[src/rtl/mult_arb_pkg.sv]
// mult_arb_pkg: shared types and constants for the two-client multiplier arbiter.
package mult_arb_pkg;

    typedef enum logic [1:0] {
        IDLE   = 2'd0,
        LAUNCH = 2'd1,
        WAIT   = 2'd2,
        DONE   = 2'd3
    } state_t;

    localparam int NUM_CLIENTS     = 2;
    localparam int DEF_WDOG_CYCLES = 8;

endpackage : mult_arb_pkg

[src/rtl/rr_arb2.sv]
// rr_arb2: combinational two-way round-robin pick. The last-grant history
// register lives in the caller; this block only decides the winner.
module rr_arb2
    import mult_arb_pkg::*;
(
    input  logic [NUM_CLIENTS-1:0] i_req,
    input  logic                   i_last_grant,
    output logic [NUM_CLIENTS-1:0] o_grant,
    output logic                   o_winner
);

    // Pick the sole requester, or the client not granted last when both ask.
    always_comb begin
        // NOTE: every output gets a default before the case so no path leaves
        // it unassigned; otherwise synthesis infers a latch.
        o_winner = 1'b0;
        o_grant  = '0;
        case (i_req)
            2'b01:   o_winner = 1'b0;
            2'b10:   o_winner = 1'b1;
            2'b11:   o_winner = ~i_last_grant;
            default: o_winner = 1'b0;
        endcase
        if (|i_req) begin
            o_grant[o_winner] = 1'b1;
        end
    end

endmodule : rr_arb2

[src/rtl/mult32x32_arbiter.sv]
// mult32x32_arbiter: shares one start/busy/product multiplier between two
// requesters. Each accepted request latches its operands, launches one
// multiplication, captures the product and pulses done to the owner.
// Optional watchdog on the WAIT state: define MULT_ARB_WDOG_EN.
module mult32x32_arbiter
    import mult_arb_pkg::*;
#(
    parameter int WDOG_CYCLES = DEF_WDOG_CYCLES
) (
    input  logic                   clk,
    input  logic                   reset_n,
    input  logic [NUM_CLIENTS-1:0] req,
    input  logic [31:0]            a0,
    input  logic [31:0]            b0,
    input  logic [31:0]            a1,
    input  logic [31:0]            b1,
    output logic [NUM_CLIENTS-1:0] ack,
    output logic [NUM_CLIENTS-1:0] done,
    output logic [63:0]            product,
    output logic                   busy,
    output logic                   mult_start,
    output logic [31:0]            mult_a,
    output logic [31:0]            mult_b,
    input  logic                   mult_busy,
    input  logic [63:0]            mult_product,
    output logic                   wdog_err
);

    state_t                 r_state;
    state_t                 w_next_state;
    logic                   r_last_grant;
    logic                   r_owner;
    logic [31:0]            r_mult_a;
    logic [31:0]            r_mult_b;
    logic [63:0]            r_product;
    logic [NUM_CLIENTS-1:0] w_grant;
    logic                   w_winner;
    logic                   w_accept;
    logic                   w_load;
    logic                   w_wdog_fire;

    rr_arb2 u_rr_arb2 (
        .i_req        (req),
        .i_last_grant (r_last_grant),
        .o_grant      (w_grant),
        .o_winner     (w_winner)
    );

    // A request is accepted only from IDLE; the product is taken once the
    // multiplier drops busy while we are waiting on it.
    assign w_accept = (r_state == IDLE) && (|req);
    assign w_load   = (r_state == WAIT) && !mult_busy;

    // State register plus operand, owner, history and result capture.
    always_ff @(posedge clk) begin
        // NOTE: sequential state uses non-blocking assignments so every
        // register samples pre-edge values regardless of statement order.
        if (!reset_n) begin
            r_state      <= IDLE;
            r_last_grant <= 1'b1;
            r_owner      <= 1'b0;
            r_mult_a     <= '0;
            r_mult_b     <= '0;
            r_product    <= '0;
        end else begin
            r_state <= w_next_state;
            if (w_accept) begin
                r_owner      <= w_winner;
                r_last_grant <= w_winner;
                r_mult_a     <= w_winner ? a1 : a0;
                r_mult_b     <= w_winner ? b1 : b0;
            end
            if (w_load) begin
                r_product <= mult_product;
            end
        end
    end

    // Next-state decode and the per-state strobes.
    always_comb begin
        w_next_state = r_state;
        ack          = '0;
        done         = '0;
        mult_start   = 1'b0;
        busy         = 1'b1;
        case (r_state)
            IDLE: begin
                busy = 1'b0;
                ack  = w_grant;
                if (|req) begin
                    w_next_state = LAUNCH;
                end
            end
            LAUNCH: begin
                mult_start   = 1'b1;
                w_next_state = WAIT;
            end
            WAIT: begin
                if (!mult_busy) begin
                    w_next_state = DONE;
                end else if (w_wdog_fire) begin
                    w_next_state = IDLE;
                end
            end
            DONE: begin
                done[r_owner] = 1'b1;
                w_next_state  = IDLE;
            end
            default: begin
                w_next_state = IDLE;
            end
        endcase
    end

    assign product = r_product;
    assign mult_a  = r_mult_a;
    assign mult_b  = r_mult_b;

`ifdef MULT_ARB_WDOG_EN
    localparam int WDOG_CW = $clog2(WDOG_CYCLES + 1);

    logic [WDOG_CW-1:0] r_wdog_cnt;
    logic               r_wdog_err;

    // Fires on the last allowed WAIT cycle if the multiplier is still busy.
    assign w_wdog_fire = (r_state == WAIT) && mult_busy &&
                         (r_wdog_cnt == WDOG_CW'(WDOG_CYCLES - 1));

    // WAIT-cycle counter and sticky error flag, cleared only by reset.
    always_ff @(posedge clk) begin
        if (!reset_n) begin
            r_wdog_cnt <= '0;
            r_wdog_err <= 1'b0;
        end else begin
            if (r_state == WAIT) begin
                r_wdog_cnt <= r_wdog_cnt + WDOG_CW'(1);
            end else begin
                r_wdog_cnt <= '0;
            end
            if (w_wdog_fire) begin
                r_wdog_err <= 1'b1;
            end
        end
    end

    assign wdog_err = r_wdog_err;
`else
    logic w_unused_wdog;

    assign w_unused_wdog = (WDOG_CYCLES > 0);
    assign w_wdog_fire   = 1'b0;
    assign wdog_err      = 1'b0;
`endif

endmodule : mult32x32_arbiter

[config.mk]
export PLATFORM = sky130hd
export DESIGN_NAME = mult32x32_arbiter
export DESIGN_NICKNAME = d
export VERILOG_FILES = /design/src/rtl/mult_arb_pkg.sv /design/src/rtl/rr_arb2.sv /design/src/rtl/mult32x32_arbiter.sv
export SDC_FILE = /design/constraint.sdc
export NUM_CORES = 1
export LEC_CHECK = 0
export BUFFER_PORTS_ARGS = -buffer_cell sky130_fd_sc_hd__buf_4
export CAP_MARGIN = 20
export CORE_AREA = 2 2 130 132
export DETAILED_ROUTE_END_ITERATION = 8
export DIE_AREA = 0 0 132 134
export GPL_TIMING_DRIVEN = 0
export PLACE_DENSITY_LB_ADDON = 0.15
export SLEW_MARGIN = 20
export SYNTH_ARGS = -nofsm -noshare
export SYNTH_HDL_FRONTEND = slang
export SYNTH_SLANG_ARGS = --single-unit
[constraint.sdc]
create_clock -name clk -period 1.9 [get_ports clk]
set_clock_uncertainty 0.15 [all_clocks]
set_input_delay 0 -clock clk [delete_from_list [all_inputs] [get_ports clk]]
set_output_delay 0 -clock clk [all_outputs]
set_load 0.03 [all_outputs]
==> results of run 1 <==
[final cells by class]
cell class	instances	area, um2	share of cell area
sequential	132	2650	0.248
multi-input combinational	400	2330	0.218
clock buffer	19	443	0.0415
clock inverter	12	158	0.0148
buffer	51	332	0.0311
inverter	3	11.3	0.00105
timing repair buffer	531	4480	0.420
tap	220	275	0.0258
[through the flow]
stage / utilization / total power (uW) / cells / setup TNS, ns
after global routing: 0.655 / 12400 / 1368 / -0.00342
final: 0.655 / 11900 / 1368 / 0
after detailed placement: 0.491 / 8030 / 1138 / -5.39
after floorplan: - / 6280 / 588 / 0
after global placement: 0.491 / 8020 / 1138 / -5.02
after CTS: 0.652 / 11800 / 1366 / -0.602
[cells by family after synthesis]
family,count (synthesis)
AO/OA/AOI/OAI,185
adder cells (fa/ha/maj),5
buffers and inverters,56
flip-flops,132
multiplexers,1
other,1
AND/OR/NAND/NOR,208
[worst register-to-register path, stage by stage, from the launching register on]
cell	delay, ns
dfxtp_1	0.34
a21boi_2	0.22
buf_6	0.14
buf_8	0.14
a21oi_1	0.08
dlygate4sd3_1	0.57
a21oi_1	0.13
[report_power, final]
part           switching (uW)  leakage (uW)  internal [uW]
sequential                325       0.00108           3350
combinational            2780       0.00356           2060
clock                    1260      0.000285           2090
[what timing repair did]
| item | 4_1_cts | 5_1_grt |
|---|---|---|
| buffers inserted | 0 | 3 |
| hold buffers | 198 | 0 |
| pin swaps | 0 | 2 |
| endpoints found under the hold margin | 132 | 0 |
| gates resized for setup | 13 | 23 |
| setup endpoints to repair | 94 | 122 |
[worst paths after layout]
check | from | endpoint | slack (ns)
min | reset_n | r_state[1] | 0.05
min reg2reg | product[6] | product[6] | 0.31
max reg2reg | r_last_grant | mult_a[4] | 0.07
max | r_last_grant | mult_a[4] | 0.07
[layer usage]
layer	wire (um)	GRT usage
met1	8370	0.262
met2	10900	0.429
met3	1850	0.0869
met4	451	0.0809
met5	0	0
[cell usage in the layout, fill, tap and decap left out, drive strengths merged]
master and n:
nor3b 1, nor2 2, a221o 40, o211ai 1, nand2b 2, nor2b 3, clkinvlp 3, dfxtp 132
mux2i 1, a21oi 49, and3 41, inv 3, clkbuf 48, o31a 1, a21bo 1, bufinv 3
o21a 2, a21boi 65, and2 3, nand2 156, dlygate4sd3 198, a22oi 1, o21ai 25, ha 5
conb 1, buf 355, clkinv 6
[state kept, by name (all words and copies together) (netlist names)]
name          cells
mult_a           32
mult_b           32
product          64
r_last_grant      1
r_owner           1
r_state           2
==> impl_metrics.env, run 1 <==
export IMPL_synth_edf_count=0
export IMPL_place_congestion=0.763
export IMPL_path_buf_inv=3
export IMPL_drtIter0Drc=305
export IMPL_slowest_delay_ns=0.57
export IMPL_cp_slowest_cell="dlygate4sd3_1"
export IMPL_yosys_area_share_adder=0.0119
export IMPL_ys_types=29
export IMPL_power_density_nw_per_um2=1110
export IMPL_worst_slew_pin_slew_ns=0.565
export IMPL_syn_to_final_growth_pct=103
export IMPL_ys_seq_elements=132
export IMPL_whs_path_depth=4
export IMPL_setup_viol=0
export IMPL_slew_headroom=0.623
export IMPL_cts_sinks=132
export IMPL_clk_path_buf_depth=2
export IMPL_synthSimpleGateAreaFrac=0.174
export IMPL_worst_setup_path_start_kind="flop"
export IMPL_yosysWarnings=0
export IMPL_grt_max_degree=17
export IMPL_antenna_left=0
export IMPL_final_area_um2=10700
export IMPL_slew_violations=0
export IMPL_ys_flop_type="dfxtp_1"
export IMPL_layout_setup_ws_ns=0.0729
export IMPL_critPathCaptureType="flop"
export IMPL_netlist_instances=588
export IMPL_post_route_min_period_ns=1.83
export IMPL_drive_gt1_frac=0.354
export IMPL_required_ns=2.10
export IMPL_status="finished, final reports clean"
export IMPL_antenna_cells=0
export IMPL_min_path_type="in2reg"
export IMPL_cts_root_buf="clkbuf_16"
export IMPL_die_y_um=134
export IMPL_worstPathArrival_ns=2.02
export IMPL_std_cell_rows=47
export IMPL_grt_use_total=0.240
export IMPL_synth_xor_area_frac=0
export IMPL_cts_buffers=17
export IMPL_die_w_um=132
export IMPL_crit_family="buffers and inverters"
export IMPL_routedWlPerCell_um=15.8
export IMPL_grt_pass1_wl_mm=33.9
export IMPL_synth_nets=790
export IMPL_syn_cell_area_um2=5250
export IMPL_port_buffers=330
export IMPL_io_pins=332
export IMPL_dp_hpwl_mm=14.1
export IMPL_nets=1338
export IMPL_synth_top_area_share=0.503
export IMPL_routed_wl_mm=21.6
export IMPL_worst_setup_path_type="reg2reg"
export IMPL_antenna_found_initial=0
export IMPL_period_share=0.962
export IMPL_initial_core_util=0.322
export IMPL_final_hold_viol_count=0
export IMPL_dr_total_vias=6435
export IMPL_crit_cells=6
export IMPL_synth_most_common_cell="nand2_1"
export IMPL_holdWs_ns=0.0480
export IMPL_grt_pass1_vias=6650
export IMPL_ff2ff_path_depth=6
export IMPL_core_area_um2=16300
export IMPL_p_leak_uw=0.00492
export IMPL_htreeDepth=4
export IMPL_die_area_um2=17700
export IMPL_dp_slack_ns=-0.144
export IMPL_vdd_drop_max_mv=0.772
export IMPL_overflow=0
export IMPL_place_area_um2=8010
export IMPL_fillers=1306
export IMPL_max_cap_viol_count=0
export IMPL_drt_vias_per_instance=4.70
export IMPL_crit_path_cell_trace="a21boi_2, buf_6, buf_8, a21oi_1, dlygate4sd3_1, a21oi_1"
export IMPL_synth_top_cells_by_count="nand2_1, dfxtp_1, a21boi_0"
export IMPL_synth_compound_area_frac=0.250
export IMPL_first_pass_iters=5
export IMPL_synth_area_per_cell_um2=8.93
export IMPL_clkLatencyLatePin_ns=0.41
export IMPL_synth_largest_area_cell="dfxtp_1"
export IMPL_fmax_mhz=547
export IMPL_ys_seq_area_frac=0.503
export IMPL_synth_area_leaders="dfxtp_1, nand2_1, a21boi_0"
export IMPL_async_flop_share=0
export IMPL_drc=0
export IMPL_cp_max_fo=10
export IMPL_cts_tree="done"
export IMPL_synth_top_family_by_area="compound AO/OA/AOI/OAI gates"
export IMPL_synth_mux_area_frac=0.00191
export IMPL_crit_path_frequent_cell="a21oi_1"
export IMPL_clk_pin_slew_ns=0.06
(Power assumes the default switching activity.)
==> run 2, diff against run 1 <==
--- a/config.mk
+++ b/config.mk
@@ -15,4 +15,5 @@
 export SLEW_MARGIN = 20
 export SYNTH_ARGS = -nofsm -noshare
 export SYNTH_HDL_FRONTEND = slang
+export SYNTH_HIERARCHICAL = 1
 export SYNTH_SLANG_ARGS = --single-unit
==> run 2 against run 1 <==
Against the previous run: sequential share of layout area fell by 0.80 points; first-iteration DRC count fell by 36%; critical path depth increased by 1; power up 4.7%; combinational power rose by 9.5%; clock-buffer cell count down 1; flip-flop and latch count did not move; maximum frequency increased by 4.1%; register-to-register slack gained 0.07 ns; critical path type unchanged; largest cell class unchanged.
==> impl_metrics.env, run 2 <==
export IMPL_status="finished, final reports clean"
export IMPL_p_comb_frac=0.426
export IMPL_place_congestion=0.750
export IMPL_die_area_um2=17700
export IMPL_cts_tree="done"
export IMPL_nets=1350
export IMPL_fillers=1204
export IMPL_netlist_instances=599
export IMPL_dp_slack_ns=-0.148
export IMPL_clkLatencyLatePin_ns=0.40
export IMPL_synth_area_per_cell_um2=9.44
export IMPL_p_clk_frac=0.272
export IMPL_clk_pin_slew_ns=0.06
export IMPL_setup_viol=0
export IMPL_syn_to_final_growth_pct=94.9
export IMPL_p_int_uw=7740
export IMPL_largest_reg_flops=64
export IMPL_synth_largest_area_cell="dfxtp_1"
export IMPL_first_pass_iters=4
export IMPL_std_cell_rows=47
export IMPL_overflow=0
export IMPL_seq_area_um2=2650
export IMPL_critPathCaptureType="flop"
export IMPL_grt_pass1_wl_mm=33.7
export IMPL_cts_root_buf="clkbuf_16"
export IMPL_synth_area_leaders="dfxtp_1, nand2_1, mux2i_1"
export IMPL_die_w_um=132
export IMPL_grt_max_degree=17
export IMPL_ys_seq_elements=132
export IMPL_grt_pass1_vias=6628
export IMPL_worst_setup_path_type="reg2reg"
export IMPL_initial_core_util=0.347
export IMPL_post_route_min_period_ns=1.76
export IMPL_antenna_left=0
export IMPL_synth_most_common_cell="nand2_1"
export IMPL_cp_max_fo=10
export IMPL_async_flop_share=0
export IMPL_drtIter0Drc=195
export IMPL_synth_edf_count=0
export IMPL_slew_violations=0
export IMPL_io_pins=332
export IMPL_fmax_mhz=569
export IMPL_max_cap_viol_count=0
export IMPL_yosysWarnings=6
export IMPL_dp_hpwl_mm=13.8
export IMPL_htreeDepth=4
export IMPL_routedWlPerCell_um=15.8
export IMPL_synth_top_cells_by_count="nand2_1, dfxtp_1, mux2i_1"
export IMPL_syn_cell_area_um2=5650
export IMPL_routed_wl_mm=21.8
export IMPL_min_path_type="in2reg"
export IMPL_holdWs_ns=0.249
export IMPL_vdd_drop_max_mv=0.603
export IMPL_period_share=0.924
export IMPL_multi_input_area_um2=2700
export IMPL_power_density_nw_per_um2=1130
export IMPL_synth_top_area_share=0.467
export IMPL_worstPathArrival_ns=1.91
export IMPL_antenna_cells=0
export IMPL_final_hold_viol_count=0
export IMPL_layout_setup_ws_ns=0.144
export IMPL_dr_total_vias=6479
export IMPL_ys_flop_type="dfxtp_1"
export IMPL_grt_use_total=0.241
export IMPL_die_y_um=134
export IMPL_ys_types=23
export IMPL_r2r_slack_ns=0.14
export IMPL_antenna_found_initial=0
export IMPL_grt_setup_unrepaired="no"
export IMPL_worst_setup_path_start_kind="flop"
export IMPL_synth_nets=801
export IMPL_drive_gt1_frac=0.353
export IMPL_drt_vias_per_instance=4.69
export IMPL_drc=0
export IMPL_final_cell_mix="buf_4, nand2_1, dlygate4sd3_1"
export IMPL_seqPwrFrac=0.302
export IMPL_ys_seq_area_frac=0.467
export IMPL_port_buffers=329
export IMPL_cts_buffers=17
export IMPL_core_area_um2=16300
export IMPL_required_ns=2.05
export IMPL_switching_share=0.377
export IMPL_final_common_cell="buf_4"
export IMPL_finalPower_uw=12400
export IMPL_power_switching_uw=4690
export IMPL_p_leak_uw=0.00551
export IMPL_cts_sinks=132
export IMPL_clk_path_buf_depth=2
-- run 2: cell count changes after synthesis, moves of 17 or more --
cell	previous run	this run
mux2i_1	1	65
a221o_1	40	0
clkbuf_1	24	7
o21ai_0	24	1
o211a_1	0	64
a21oi_1	49	1
and3_1	41	0
buf_2	5	27
nand2_1	156	197
-- run 2: per-stage QoR --
| stage | instance area, um2 | std cells | util | TNS, ns |
|---|---|---|---|---|
| finish | 11000 | 1381 | 0.677 | 0 |
| global route | 11000 | 1381 | 0.677 | 0 |
| CTS | 11000 | 1381 | 0.676 | 0 |
| detailed placement | 8400 | 1148 | 0.516 | -0.690 |
| global placement | 8400 | 1148 | 0.516 | -0.868 |
| floorplan | 5650 | 599 | - | 0 |
-- run 2: metal layers --
| metal | up-vias | GRT usage | part of all wire |
|---|---|---|---|
| li1 | 3147 | - | - |
| met1 | 2987 | 0.265 | 0.40 |
| met2 | 288 | 0.431 | 0.50 |
| met3 | 57 | 0.0688 | 0.071 |
| met4 | 0 | 0.107 | 0.033 |
| met5 | - | 0 | 0 |
-- run 2: worst paths after layout --
kind                            depth (start not counted)        startpoint           to
worst max-delay path                                    7      r_last_grant   mult_a[26]
worst min-delay path                                    4  mult_product[58]  product[58]
worst max register to register                          7      r_last_grant   mult_a[26]
worst min register to register                          2        product[9]   product[9]
-- run 2: timing repair --
action / CTS / global route
pin swaps: 0 / 0
buffers inserted: 4 / 0
setup endpoints to repair: 22 / 50
cloned: 0 / 0
gates resized for setup: 1 / 6
hold buffers: 197 / 0
hold endpoints to repair: 132 / 0
-- run 2: cell families (layout without fill, tap and decap cells) --
logic type / count (synthesis) / in the layout / share of synthesized area
AND/OR/NAND/NOR: 205 / 205 / 0.140
AO/OA/AOI/OAI: 137 / 137 / 0.210
flip-flops: 132 / 132 / 0.467
multiplexers: 65 / 65 / 0.115
buffers and inverters: 54 / 616 / 0.0564
adder cells (fa/ha/maj): 5 / 5 / 0.0111
other: 1 / 1 / 0.000663
-- run 2: area by class of cell --
class / count / area share
Inverter: 4 / 0.00136
Clock buffer: 18 / 0.0389
Multi-Input combinational cell: 413 / 0.245
Sequential cell: 132 / 0.240
Timing Repair Buffer: 530 / 0.406
Buffer: 50 / 0.0283
Clock inverter: 14 / 0.0160
Tap cell: 220 / 0.0250
-- run 2: power groups by stage --
stage                     Clock (uW)  Sequential (uW)  Combinational (uW)
after floorplan                    0             4930                1850
after global placement             0             3770                4910
after detailed placement           0             3790                4900
after CTS                       3430             3740                5270
after global routing            3570             3830                5650
final                           3380             3760                5300
-- run 2: worst max-delay path, stage by stage (launching register included) --
cell and delay [ns]:
dfxtp_1 0.33, a21boi_2 0.21, buf_4 0.19, buf_4 0.15, buf_6 0.17, mux2i_1 0.25, nand2_1 0.07, o211a_1 0.12
==> run 3, diff against run 2 <==
--- a/config.mk
+++ b/config.mk
@@ -5,11 +5,12 @@
 export SDC_FILE = /design/constraint.sdc
 export NUM_CORES = 1
 export LEC_CHECK = 0
-export BUFFER_PORTS_ARGS = -buffer_cell sky130_fd_sc_hd__buf_4
+export ABC_AREA = 1
 export CAP_MARGIN = 20
-export CORE_AREA = 2 2 130 132
+export CORE_AREA = 2 2 131 133
 export DETAILED_ROUTE_END_ITERATION = 8
-export DIE_AREA = 0 0 132 134
+export DIE_AREA = 0 0 133 135
+export DONT_BUFFER_PORTS = 1
 export GPL_TIMING_DRIVEN = 0
 export PLACE_DENSITY_LB_ADDON = 0.15
 export SLEW_MARGIN = 20
==> run 3 against run 2 <==
Against the previous run: highest routed layer unchanged; register-to-register slack worse by 0.04 ns; routed wire length down 3.8%; critical path type unchanged; combinational power down 35%; core utilization down 13 points; area after synthesis up 6.3%; die area up 1.5%; synthesized cell count up 57%; cell count up 0.65%; first-iteration DRC count up 33%; clock power about the same; via count down 2.3%; final area down 19%.
==> impl_metrics.env, run 3 <==
export IMPL_routedWlPerCell_um=15.1
export IMPL_post_route_min_period_ns=1.79
export IMPL_cts_tree="done"
export IMPL_ys_seq_elements=132
export IMPL_first_pass_iters=4
export IMPL_setup_viol=0
export IMPL_hp_start="req[0]"
export IMPL_place_congestion=0.763
export IMPL_drtIter0Drc=259
export IMPL_clk_path_buf_depth=2
export IMPL_grt_use_total=0.229
export IMPL_yosysWarnings=6
export IMPL_grt_setup_unrepaired="no"
export IMPL_dr_total_vias=6328
export IMPL_port_buffers=0
export IMPL_initial_core_util=0.366
export IMPL_power_density_nw_per_um2=1420
export IMPL_synth_most_common_cell="nor2_1"
export IMPL_drive_gt1_frac=0.0735
export IMPL_vdd_drop_max_mv=0.653
export IMPL_antenna_left=0
export IMPL_io_pins=332
export IMPL_die_w_um=133
export IMPL_htreeDepth=4
export IMPL_cts_sinks=132
export IMPL_path_buf_inv=2
export IMPL_worst_setup_path_start_kind="flop"
export IMPL_core_area_um2=16400
export IMPL_final_common_cell="nor2_1"
export IMPL_max_cap_viol_count=0
export IMPL_worst_slew_pin_slew_ns=0.627
export IMPL_period_share=0.944
export IMPL_antenna_cells=0
export IMPL_slew_headroom=0.581
export IMPL_cts_buffers=17
export IMPL_antenna_found_initial=0
export IMPL_dr_max_layer_used="met4"
export IMPL_p_leak_uw=0.00440
export IMPL_slowest_delay_ns=0.56
export IMPL_synth_area_leaders="dfxtp_1, nor2_1, nand2_1"
export IMPL_wl_met1_mm=8.14
export IMPL_final_hold_viol_count=0
export IMPL_critPathCaptureType="flop"
export IMPL_grt_max_degree=17
export IMPL_min_path_type="in2reg"
export IMPL_slew_violations=0
export IMPL_clk_pin_slew_ns=0.06
export IMPL_final_cell_mix="nor2_1, nand2_1, dlygate4sd3_1"
export IMPL_synth_top_area_share=0.440
export IMPL_die_y_um=135
export IMPL_netlist_instances=940
export IMPL_worstPathArrival_ns=1.99
export IMPL_grt_pass1_vias=6218
export IMPL_synth_top_cells_by_count="nor2_1, nand2_1, inv_1"
export IMPL_synth_area_per_cell_um2=6.39
export IMPL_crit_family="buffers and inverters"
export IMPL_r2r_slack_ns=0.11
export IMPL_critical_path_startpoint="r_state[1]"
export IMPL_ys_seq_area_frac=0.440
export IMPL_required_ns=2.10
export IMPL_largest_reg_flops=64
export IMPL_overflow=0
export IMPL_drt_vias_per_instance=4.55
export IMPL_synth_nets=1142
export IMPL_finalPower_uw=12600
export IMPL_cp_slowest_cell="dlygate4sd3_1"
export IMPL_synth_edf_count=0
export IMPL_grt_pass1_wl_mm=32.3
export IMPL_cts_setup_buffers=0
export IMPL_std_cell_rows=47
export IMPL_nets=1359
export IMPL_routed_wl_mm=20.9
export IMPL_status="finished, final reports clean"
export IMPL_cts_root_buf="clkbuf_16"
export IMPL_post_route_util=0.542
export IMPL_synth_largest_area_cell="dfxtp_1"
export IMPL_async_flop_share=0
export IMPL_dp_hpwl_mm=13.5
export IMPL_wl_met3_mm=1.85
export IMPL_crit_path_cell_trace="inv_1, ha_1, nand2_1, a21oi_1, dlygate4sd3_1, nor2_1"
export IMPL_rr_startpoint="r_state[1]"
export IMPL_clkLatencyLatePin_ns=0.41
export IMPL_die_area_um2=18000
export IMPL_worst_setup_path_type="reg2reg"
export IMPL_syn_to_final_growth_pct=48.1
export IMPL_fillers=1488
export IMPL_wl_met2_mm=10.3
export IMPL_ys_types=17
export IMPL_ys_flop_type="dfxtp_1"
export IMPL_drc=0
export IMPL_cp_max_fo=4
export IMPL_fmax_mhz=558
export IMPL_syn_cell_area_um2=6010
-- run 3: per-layer routing --
metal	track usage	vias up
met5	0	-
met4	0.105	0
met3	0.0807	52
met2	0.403	295
met1	0.247	2757
li1	-	3224
-- run 3: path summary, 6_finish.rpt --
kind | to | cells past startpoint
setup / recovery | r_state[0] | 6
setup reg to reg | r_state[0] | 6
hold reg to reg | r_owner | 2
hold / removal | r_owner | 6
-- run 3: where the power goes --
part           internal, uW  switching, uW  total (uW)
registers              3580           2150        5720
logic                  1380           2100        3470
clock network          2110           1290        3400
-- run 3: what timing repair did --
action | 4_1_cts | 5_1_grt
gates resized for setup | 2 | 20
hold buffers | 198 | 0
endpoints found under the setup margin | 26 | 83
endpoints found under the hold margin | 132 | 0
pin swaps | 0 | 0
-- run 3: metrics by stage --
step / cell area [um2] / instances / hold slack [ns] / worst slack, ns / setup TNS [ns]
2_1_floorplan: 6010 / 940 / -0.0151 / 0.419 / 0
3_3_place_gp: 6290 / 1160 / -0.0135 / -0.250 / -2.46
3_5_place_dp: 6290 / 1160 / -0.00781 / -0.230 / -2.21
4_1_cts: 8890 / 1390 / 0.00178 / 0.0430 / 0
5_1_grt: 8900 / 1390 / 0.102 / 0.0135 / 0
6_report: 8900 / 1390 / 0.0229 / 0.106 / 0
-- run 3: cell families after synthesis --
logic type | after synthesis | synth area share
adder cells (fa/ha/maj) | 5 | 0.0104
AND/OR/NAND/NOR | 472 | 0.296
buffers and inverters | 197 | 0.142
AO/OA/AOI/OAI | 133 | 0.111
flip-flops | 132 | 0.440
other | 1 | 0.000624
-- run 3: layout make-up --
type | instances | area, um2 | area share
timing repair buffer | 198 | 1980 | 0.223
buffer | 56 | 339 | 0.0381
tap | 220 | 275 | 0.0309
clock buffer | 18 | 439 | 0.0493
inverter | 141 | 529 | 0.0595
sequential | 132 | 2640 | 0.297
multi-input combinational | 611 | 2520 | 0.283
clock inverter | 14 | 175 | 0.0197
-- run 3: worst register-to-register path, cell delays in order, from the launching register on --
cell	delay [ns]
dfxtp_1	0.40
inv_1	0.10
ha_1	0.22
nand2_1	0.15
a21oi_1	0.08
dlygate4sd3_1	0.56
nor2_1	0.08
